[src/rtl/led_pwm_bank.sv]
// ----------------------------------------------------------------------------
// led_pwm_bank
//
// This is a memory-mapped bank of PWM channels for the board LEDs. All
// channels share one prescaler and one PWM period counter. Each channel
// compares the period counter against its own ACTIVE duty register.
//
// A new duty value never takes effect in the middle of a period. The CPU
// writes a TARGET register, and each channel copies TARGET into ACTIVE on
// the last clock of a period. With the fade option built in and enabled,
// ACTIVE instead moves one step toward TARGET per period.
//
// Register map (write and read):
//   0 .. NUM_CH-1 : TARGET[i], DUTY_W bits
//   NUM_CH        : CTRL, bit0 EN, bit1 FADE
//   other         : writes ignored, reads return 0
//
// Optional feature (macro LED_PWM_FADE_EN):
//   defined   : CTRL bit1 is stored and ACTIVE ramps by one step per period.
//   undefined : CTRL bit1 is ignored and always reads 0. ACTIVE jumps
//               straight to TARGET.
//
// Ports:
//   clk        : system clock
//   reset      : asynchronous, active-high reset
//   wr_en      : register write strobe
//   wr_addr    : write register index
//   wr_data    : write data, only the low bits are used
//   rd_addr    : read register index
//   rd_data    : registered read data, one clock of latency
//   period_end : one-clock pulse on the last clock of each PWM period
//   pwm_out    : per-channel LED drive, polarity set by ACTIVE_LOW
// ----------------------------------------------------------------------------
module led_pwm_bank #(
    parameter int NUM_CH     = 4,
    parameter int DUTY_W     = 8,
    parameter int PRESCALE   = 12,
    parameter int ACTIVE_LOW = 1,
    parameter int ADDR_W     = 3
) (
    input  logic              clk,
    input  logic              reset,
    input  logic              wr_en,
    input  logic [ADDR_W-1:0] wr_addr,
    input  logic [31:0]       wr_data,
    input  logic [ADDR_W-1:0] rd_addr,
    output logic [31:0]       rd_data,
    output logic              period_end,
    output logic [NUM_CH-1:0] pwm_out
);

    localparam int                PS_W       = (PRESCALE > 1) ? $clog2(PRESCALE) : 1;
    localparam logic [PS_W-1:0]   PS_LAST    = PS_W'(PRESCALE - 1);
    localparam logic [PS_W-1:0]   PS_ONE     = PS_W'(1);
    localparam logic [DUTY_W-1:0] CNT_LAST   = DUTY_W'((1 << DUTY_W) - 2);
    localparam logic [DUTY_W-1:0] DUTY_ONE   = DUTY_W'(1);
    localparam logic [ADDR_W-1:0] CTRL_ADDR  = ADDR_W'(NUM_CH);
    localparam logic [NUM_CH-1:0] IDLE_LEVEL = {NUM_CH{(ACTIVE_LOW != 0)}};

    logic [PS_W-1:0]   psCount;
    logic              tick;
    logic [DUTY_W-1:0] pwmCount;
    logic              periodEnd;
    logic [DUTY_W-1:0] target     [NUM_CH];
    logic [DUTY_W-1:0] active     [NUM_CH];
    logic [DUTY_W-1:0] activeNext [NUM_CH];
    logic              ctrlEn;
`ifdef LED_PWM_FADE_EN
    logic              ctrlFade;
`endif
    logic [NUM_CH-1:0] litNext;
    logic [NUM_CH-1:0] pwmReg;
    logic [31:0]       rdNext;
    logic              unusedBits;

    assign tick       = (psCount == PS_LAST);
    assign periodEnd  = tick && (pwmCount == CNT_LAST);
    assign period_end = periodEnd;
    assign pwm_out    = pwmReg;
    assign unusedBits = ^wr_data[31:DUTY_W];

    // The prescaler divides clk down to the PWM tick. It counts from 0 up
    // to PRESCALE-1, and tick is high on the clock where it holds the last
    // value. With PRESCALE=1 the register stays at 0, so tick is high on
    // every clock.
    always_ff @(posedge clk or posedge reset) begin
        if (reset) begin
            psCount <= '0;
        end else if (tick) begin
            psCount <= '0;
        end else begin
            psCount <= psCount + PS_ONE;
        end
    end

    // The period counter steps once per tick. It stops one short of the
    // all-ones value, so a period is MAX ticks long. A duty of MAX therefore
    // keeps the LED lit for the whole period.
    always_ff @(posedge clk or posedge reset) begin
        if (reset) begin
            pwmCount <= '0;
        end else if (tick) begin
            if (pwmCount == CNT_LAST) begin
                pwmCount <= '0;
            end else begin
                pwmCount <= pwmCount + DUTY_ONE;
            end
        end
    end

    // These are the CPU-visible registers. A write that lands on the same
    // clock as period_end still updates TARGET. The ACTIVE update on that
    // edge sees the old TARGET, because both registers are sampled on the
    // same edge.
    always_ff @(posedge clk or posedge reset) begin
        if (reset) begin
            for (int i = 0; i < NUM_CH; i++) begin
                target[i] <= '0;
            end
            ctrlEn <= 1'b0;
`ifdef LED_PWM_FADE_EN
            ctrlFade <= 1'b0;
`endif
        end else if (wr_en) begin
            for (int i = 0; i < NUM_CH; i++) begin
                if (wr_addr == ADDR_W'(i)) begin
                    target[i] <= wr_data[DUTY_W-1:0];
                end
            end
            if (wr_addr == CTRL_ADDR) begin
                ctrlEn <= wr_data[0];
`ifdef LED_PWM_FADE_EN
                ctrlFade <= wr_data[1];
`endif
            end
        end
    end

    // This block computes the duty that each channel adopts at the next
    // period boundary. Normally that is simply TARGET. While fading, ACTIVE
    // moves one step toward TARGET and stays put once the two are equal.
    always_comb begin
        for (int i = 0; i < NUM_CH; i++) begin
            activeNext[i] = target[i];
`ifdef LED_PWM_FADE_EN
            if (ctrlFade) begin
                if (active[i] < target[i]) begin
                    activeNext[i] = active[i] + DUTY_ONE;
                end else if (active[i] > target[i]) begin
                    activeNext[i] = active[i] - DUTY_ONE;
                end
            end
`endif
        end
    end

    // ACTIVE changes only on the last clock of a period. The comparator
    // therefore always sees one consistent duty for a whole period, which
    // keeps the output free of glitches. ACTIVE keeps updating even while
    // EN is low.
    always_ff @(posedge clk or posedge reset) begin
        if (reset) begin
            for (int i = 0; i < NUM_CH; i++) begin
                active[i] <= '0;
            end
        end else if (periodEnd) begin
            for (int i = 0; i < NUM_CH; i++) begin
                active[i] <= activeNext[i];
            end
        end
    end

    // A channel is lit while the period counter is below its duty and the
    // bank is enabled. Clearing EN forces every output idle on the next clock.
    always_comb begin
        for (int i = 0; i < NUM_CH; i++) begin
            litNext[i] = ctrlEn && (pwmCount < active[i]);
        end
    end

    // The outputs are registered so the LED pads see clean edges. The
    // polarity flip for active-low pads is folded into the register, which
    // makes the reset value "all idle".
    always_ff @(posedge clk or posedge reset) begin
        if (reset) begin
            pwmReg <= IDLE_LEVEL;
        end else begin
            pwmReg <= litNext ^ IDLE_LEVEL;
        end
    end

    // This is the read mux. Unmapped addresses and unused bits read as 0.
    // It looks at register contents before this clock's write, so a
    // same-cycle read of a written address returns the old value.
    always_comb begin
        rdNext = '0;
        for (int i = 0; i < NUM_CH; i++) begin
            if (rd_addr == ADDR_W'(i)) begin
                rdNext[DUTY_W-1:0] = target[i];
            end
        end
        if (rd_addr == CTRL_ADDR) begin
            rdNext[0] = ctrlEn;
`ifdef LED_PWM_FADE_EN
            rdNext[1] = ctrlFade;
`endif
        end
    end

    // Read data is registered, which gives one clock of latency from rd_addr.
    always_ff @(posedge clk or posedge reset) begin
        if (reset) begin
            rd_data <= '0;
        end else begin
            rd_data <= rdNext;
        end
    end

endmodule

[config.mk]
export PLATFORM = sky130hd
export DESIGN_NAME = led_pwm_bank
export DESIGN_NICKNAME = d
export VERILOG_FILES = /design/src/rtl/led_pwm_bank.sv
export SDC_FILE = /design/constraint.sdc
export NUM_CORES = 1
export LEC_CHECK = 0
export CAP_MARGIN = 15
export CORE_MARGIN = 8
export CORE_UTILIZATION = 40
export CTS_CLUSTER_SIZE = 12
export DETAILED_ROUTE_END_ITERATION = 10
export PLACE_DENSITY = 0.69
export SLEW_MARGIN = 0
export SYNTH_ARGS = -nofsm -noshare
export SYNTH_HDL_FRONTEND = slang
export SYNTH_SLANG_ARGS = --single-unit
[constraint.sdc]
create_clock -name clk -period 3.33 [get_ports clk]
set_input_delay 0.333 -clock clk [delete_from_list [all_inputs] [get_ports clk]]
set_output_delay 0.333 -clock clk [all_outputs]
set_load 0.02 [all_outputs]
---- Yosys cells after proc, flatten, opt, wreduce, memory -nomap -nowiden ----
Cells that the tools add are included.
cells by class
  muxes and demuxes ....................... 7
  add/subtract/negate cells ............... 2
  reduce and logical (&&, ||, !) cells .... 12
  bitwise operators ....................... 1
  equal/unequal tests ..................... 10
  order comparisons ....................... 4
operators with widths
  cell                   count
  $mux W8                5
  $lt A8 B8 Y1           4
  $eq A3 B2 Y1 const B   4
  $reduce_and A2 Y1      5
  $add A8 B1 Y8 const B  1
  $eq A8 B8 Y1 const B   1
  $eq A3 B1 Y1 const B   2
  $eq A3 B3 Y1 const B   2
  $logic_not A3 Y1       2
  $logic_and A1 B1 Y1    5
  $add A4 B1 Y4 const B  1
  $eq A4 B4 Y1 const B   1
  $mux W4                1
  $not A4 Y4             1
  $mux W1                1
storage, ports and cells
  input bits .............................. 41
  flip-flop bits (word level) ............. 89

---- Depth between registers and ports, before layout ----
  depth after elaboration ................. 6
  depth in mapped cells ................... 7
  gate-level depth less buffers ........... 6

---- Worst setup path before layout ----
OpenSTA, ideal clock, no wires.
  path type ............................... register to register
  from .................................... register pwmCount[6]
  to ...................................... register pwmReg[1], in the netlist pwm_out[1]
  arrival time ............................ 1572 ps
  cell stages (with the launch flop) ...... 5
  data required time ...................... 3230 ps
  setup slack ............................. 1658 ps
  path through ............................ dfrtp_1 -> ha_1 -> a21oi_1 -> o21ai_0 -> or4b_2
between the ends
  word-level cells in the longest chain between the ends .. 3
RTL lines
  element                   line  source
  start: declaration        62    logic [DUTY_W-1:0] pwmCount;
  start signal: assignment  106   pwmCount <= pwmCount + DUTY_ONE;
  $lt A8 B8 Y1              177   litNext[i] = ctrlEn && (pwmCount < active[i]);
  $logic_and A1 B1 Y1       177
  $not A4 Y4 (no line)      n/a
  end signal: assignment    188   pwmReg <= litNext ^ IDLE_LEVEL;
  end: declaration          72    logic [NUM_CH-1:0] pwmReg;
No other way between the ends.
A chain may end at the register's enable or synchronous reset.

---- Final worst setup path ----
  from .................................... register pwmCount[4]
  to ...................................... output period_end
between the ends
  word-level cells in the longest chain between the ends .. 2
RTL lines
  element              line  source
  $eq A8 B8 Y1         77    assign periodEnd = tick && (pwmCount == CNT_LAST);
  $logic_and A1 B1 Y1  77
  end: declaration     48    output logic period_end,
No other way between the ends.

==> metrics.txt <==
status complete, no violations; WL/cell 16.8 um; critical path startpoint category flip-flop; Req. time, crit path 3.00 ns; Clock Path Buffers 2; Inserted Clock Buffers 9; pwr dens 492 nW/um2; Hold Crit Class input port to async pin; Yosys cell types 43; Mapped Area 4610 um2; Post-layout nets 485; Synth Flop Type dfrtp_1; post-route design area 5240 um2; Crit. End Element primary output; Placer Congestion 0.948; syn avg cell area 12.0 um2; combinational share of power 11.3%; GRT Overall Usage 13.3%; setup bufs post-CTS 0; Clock Latency Late Sink 0.33 ns; Post-Route Skew 0.00421 ns; dpl cell area 4940 um2; Residual DRC 0; Cell Count, Final, Fillers Out 561; Yosys top cell area share 46.1%; Synth async-reset ratio 100%; Via density 5.19; Least-Margin Pin Slew 0.815 ns; Sw Share 24.8%; Area Overhead vs Synth 13.6%; hold slack 0.457 ns; H-tree depth 3; initial antenna violation count 0; switching power 641 uW; dpl hpwl 6760 um; register area share after synthesis 48.4%; Synth top cells by count dfrtp_1 (85), inv_1 (40), mux2_2 (38); most common cell in the netlist dfrtp_1; R2R setup slack 1.18 ns; dpl ws 1.05 ns; area leader, netlist dfrtp_1; number of antenna diodes 0; Yosys reg bits 89; input/output buffers 29; Post-synth EDFFs 0; Rows 39; fmax 0.401 GHz; GRT Residual Overflow 0; clk sinks 89; Seq pwr share 49.0%; CP max FO 11; Final Setup Violations 0; CP Class flip-flop to primary output; Worst R2R Start pwmCount[4]; initial DRC count 132; Core Box Area 11300 um2; Worst R2R End active[22]; Worst-path clk slew 0.06 ns; TritonRoute pass-1 iters 6; Max rail drop VDD 350 uV; post-layout min period 2.49 ns; CTS Hold Bufs 0; TNS Setup 0 ns; vias in the first global route 3028; placed cells 545; WP data arrival 2.16 ns; Gate Count Post-Synth 383; final hold vios 0; number of gates resized after CTS 0; P_leak 2.31 nW; Clock power frac 39.7%; Final Max Tran Viols 0; Die Y-Extent 123 um; Die W 123 um; post-route ant nets 0; Root Buffer clkbuf_16; ranking of synthesized cells by area dfrtp_1 (46%), mux2_2 (9.3%), ha_1 (8.4%); final worst slack 0.838 ns; share of layout cells above drive strength 1 22.2%; yosys warns 0; Max Cap Viol 0; slew margin rel. 45.6%; Initial Utilization 40.7%; die area 15200 um2; internal power 1.94 mW; period utilisation layout 74.8%; via count 2911; largest net degree at the start of global routing 47; IO Pins 78; R2R depth 5; RSZ-0062 raised after global routing no; CTS tree done; first-pass GRT wire length 15700 um; drt total wl 9430 um
cell usage in the layout (no fill, tap or decap), drive strengths merged, types with 2 or more instances in the layout:
cell type      instances
dfrtp                 85
mux2                  53
inv                   42
ha                    31
o21ai                 29
clkdlybuf4s50         29
conb                  24
nand3                 18
nand2                 12
nor2b                 10
clkbuf                 9
a21oi                  8
nand4                  8
mux4                   8
nor2                   8
nor3                   5
a31oi                  4
dfstp                  4
a221oi                 3
or4b                   3
a211o                  2
nand2b                 2
clkinv                 2
clkinvlp               2
buf                    2
metrics by stage:
step	power, mW	util, %
after floorplan	1.48	-
after global placement	1.57	43.6
after detailed placement	1.58	43.6
after CTS	2.61	46.3
after global routing	2.70	46.3
final	2.58	46.3
final cells by class:
| type | instances | area (um2) |
|---|---|---|
| Clock buffer | 9 | 225 |
| Fill cell | 1023 | 6080 |
| Timing Repair Buffer | 31 | 318 |
| Sequential cell | 89 | 2230 |
| Tap cell | 143 | 179 |
| Inverter | 40 | 151 |
| Clock inverter | 7 | 76.3 |
| Multi-Input combinational cell | 242 | 2060 |
kinds of logic (layout without fill, tap and decap cells):
kind of cell,count (synthesis),count (layout),share of synthesized area [%]
AO/OA/AOI/OAI,51,51,6.35
XOR/XNOR,1,1,0.190
adder cells (fa/ha/maj),31,31,8.41
buffers and inverters,75,87,8.81
flip-flops,89,89,48.4
multiplexers,61,61,18.1
other,1,24,0.0813
AND/OR/NAND/NOR,74,74,9.71
flip-flops by register name, summed over array words and instances (netlist names):
name and flops:
active 32, rd_data 8, pwm_out 4, activeNext 32
psCount 4, ctrlEn 1, pwmCount 8
worst max path at each step:
stage	startpoint	cells past startpoint	slack, ns	to
5_1_grt	pwmCount[4]	4	0.75	period_end
3_5_place_dp	rd_addr[0]	3	1.05	rd_data[0]
2_1_floorplan	reset	1	0.70	activeNext[0]
3_3_place_gp	rd_addr[0]	3	1.08	rd_data[0]
4_1_cts	pwmCount[4]	4	0.82	period_end
6_report	pwmCount[4]	4	0.84	period_end
power groups by stage:
stage | logic, mW | clock network (mW) | registers (mW)
final | 0.291 | 1.03 | 1.27
after global routing | 0.316 | 1.11 | 1.28
after CTS | 0.295 | 1.05 | 1.27
after detailed placement | 0.294 | 0 | 1.29
after global placement | 0.288 | 0 | 1.28
after floorplan | 0.209 | 0 | 1.27
metal layers:
| layer | global-route usage, % | vias up | routed length [um] |
|---|---|---|---|
| met5 | 0 | - | 0 |
| met4 | 4.36 | 0 | 151 |
| met3 | 3.15 | 12 | 476 |
| met2 | 21.8 | 70 | 4570 |
| met1 | 17.1 | 1464 | 4230 |
| li1 | - | 1365 | - |
critical path, cell delays in order (launching register included):
cell and delay [ns]:
dfrtp_1 0.60, and4_4 0.33, nand3_4 0.13, nor2_8 0.15, clkdlybuf4s50_1 0.62
No activity file was read; power rests on OpenSTA's default activity.
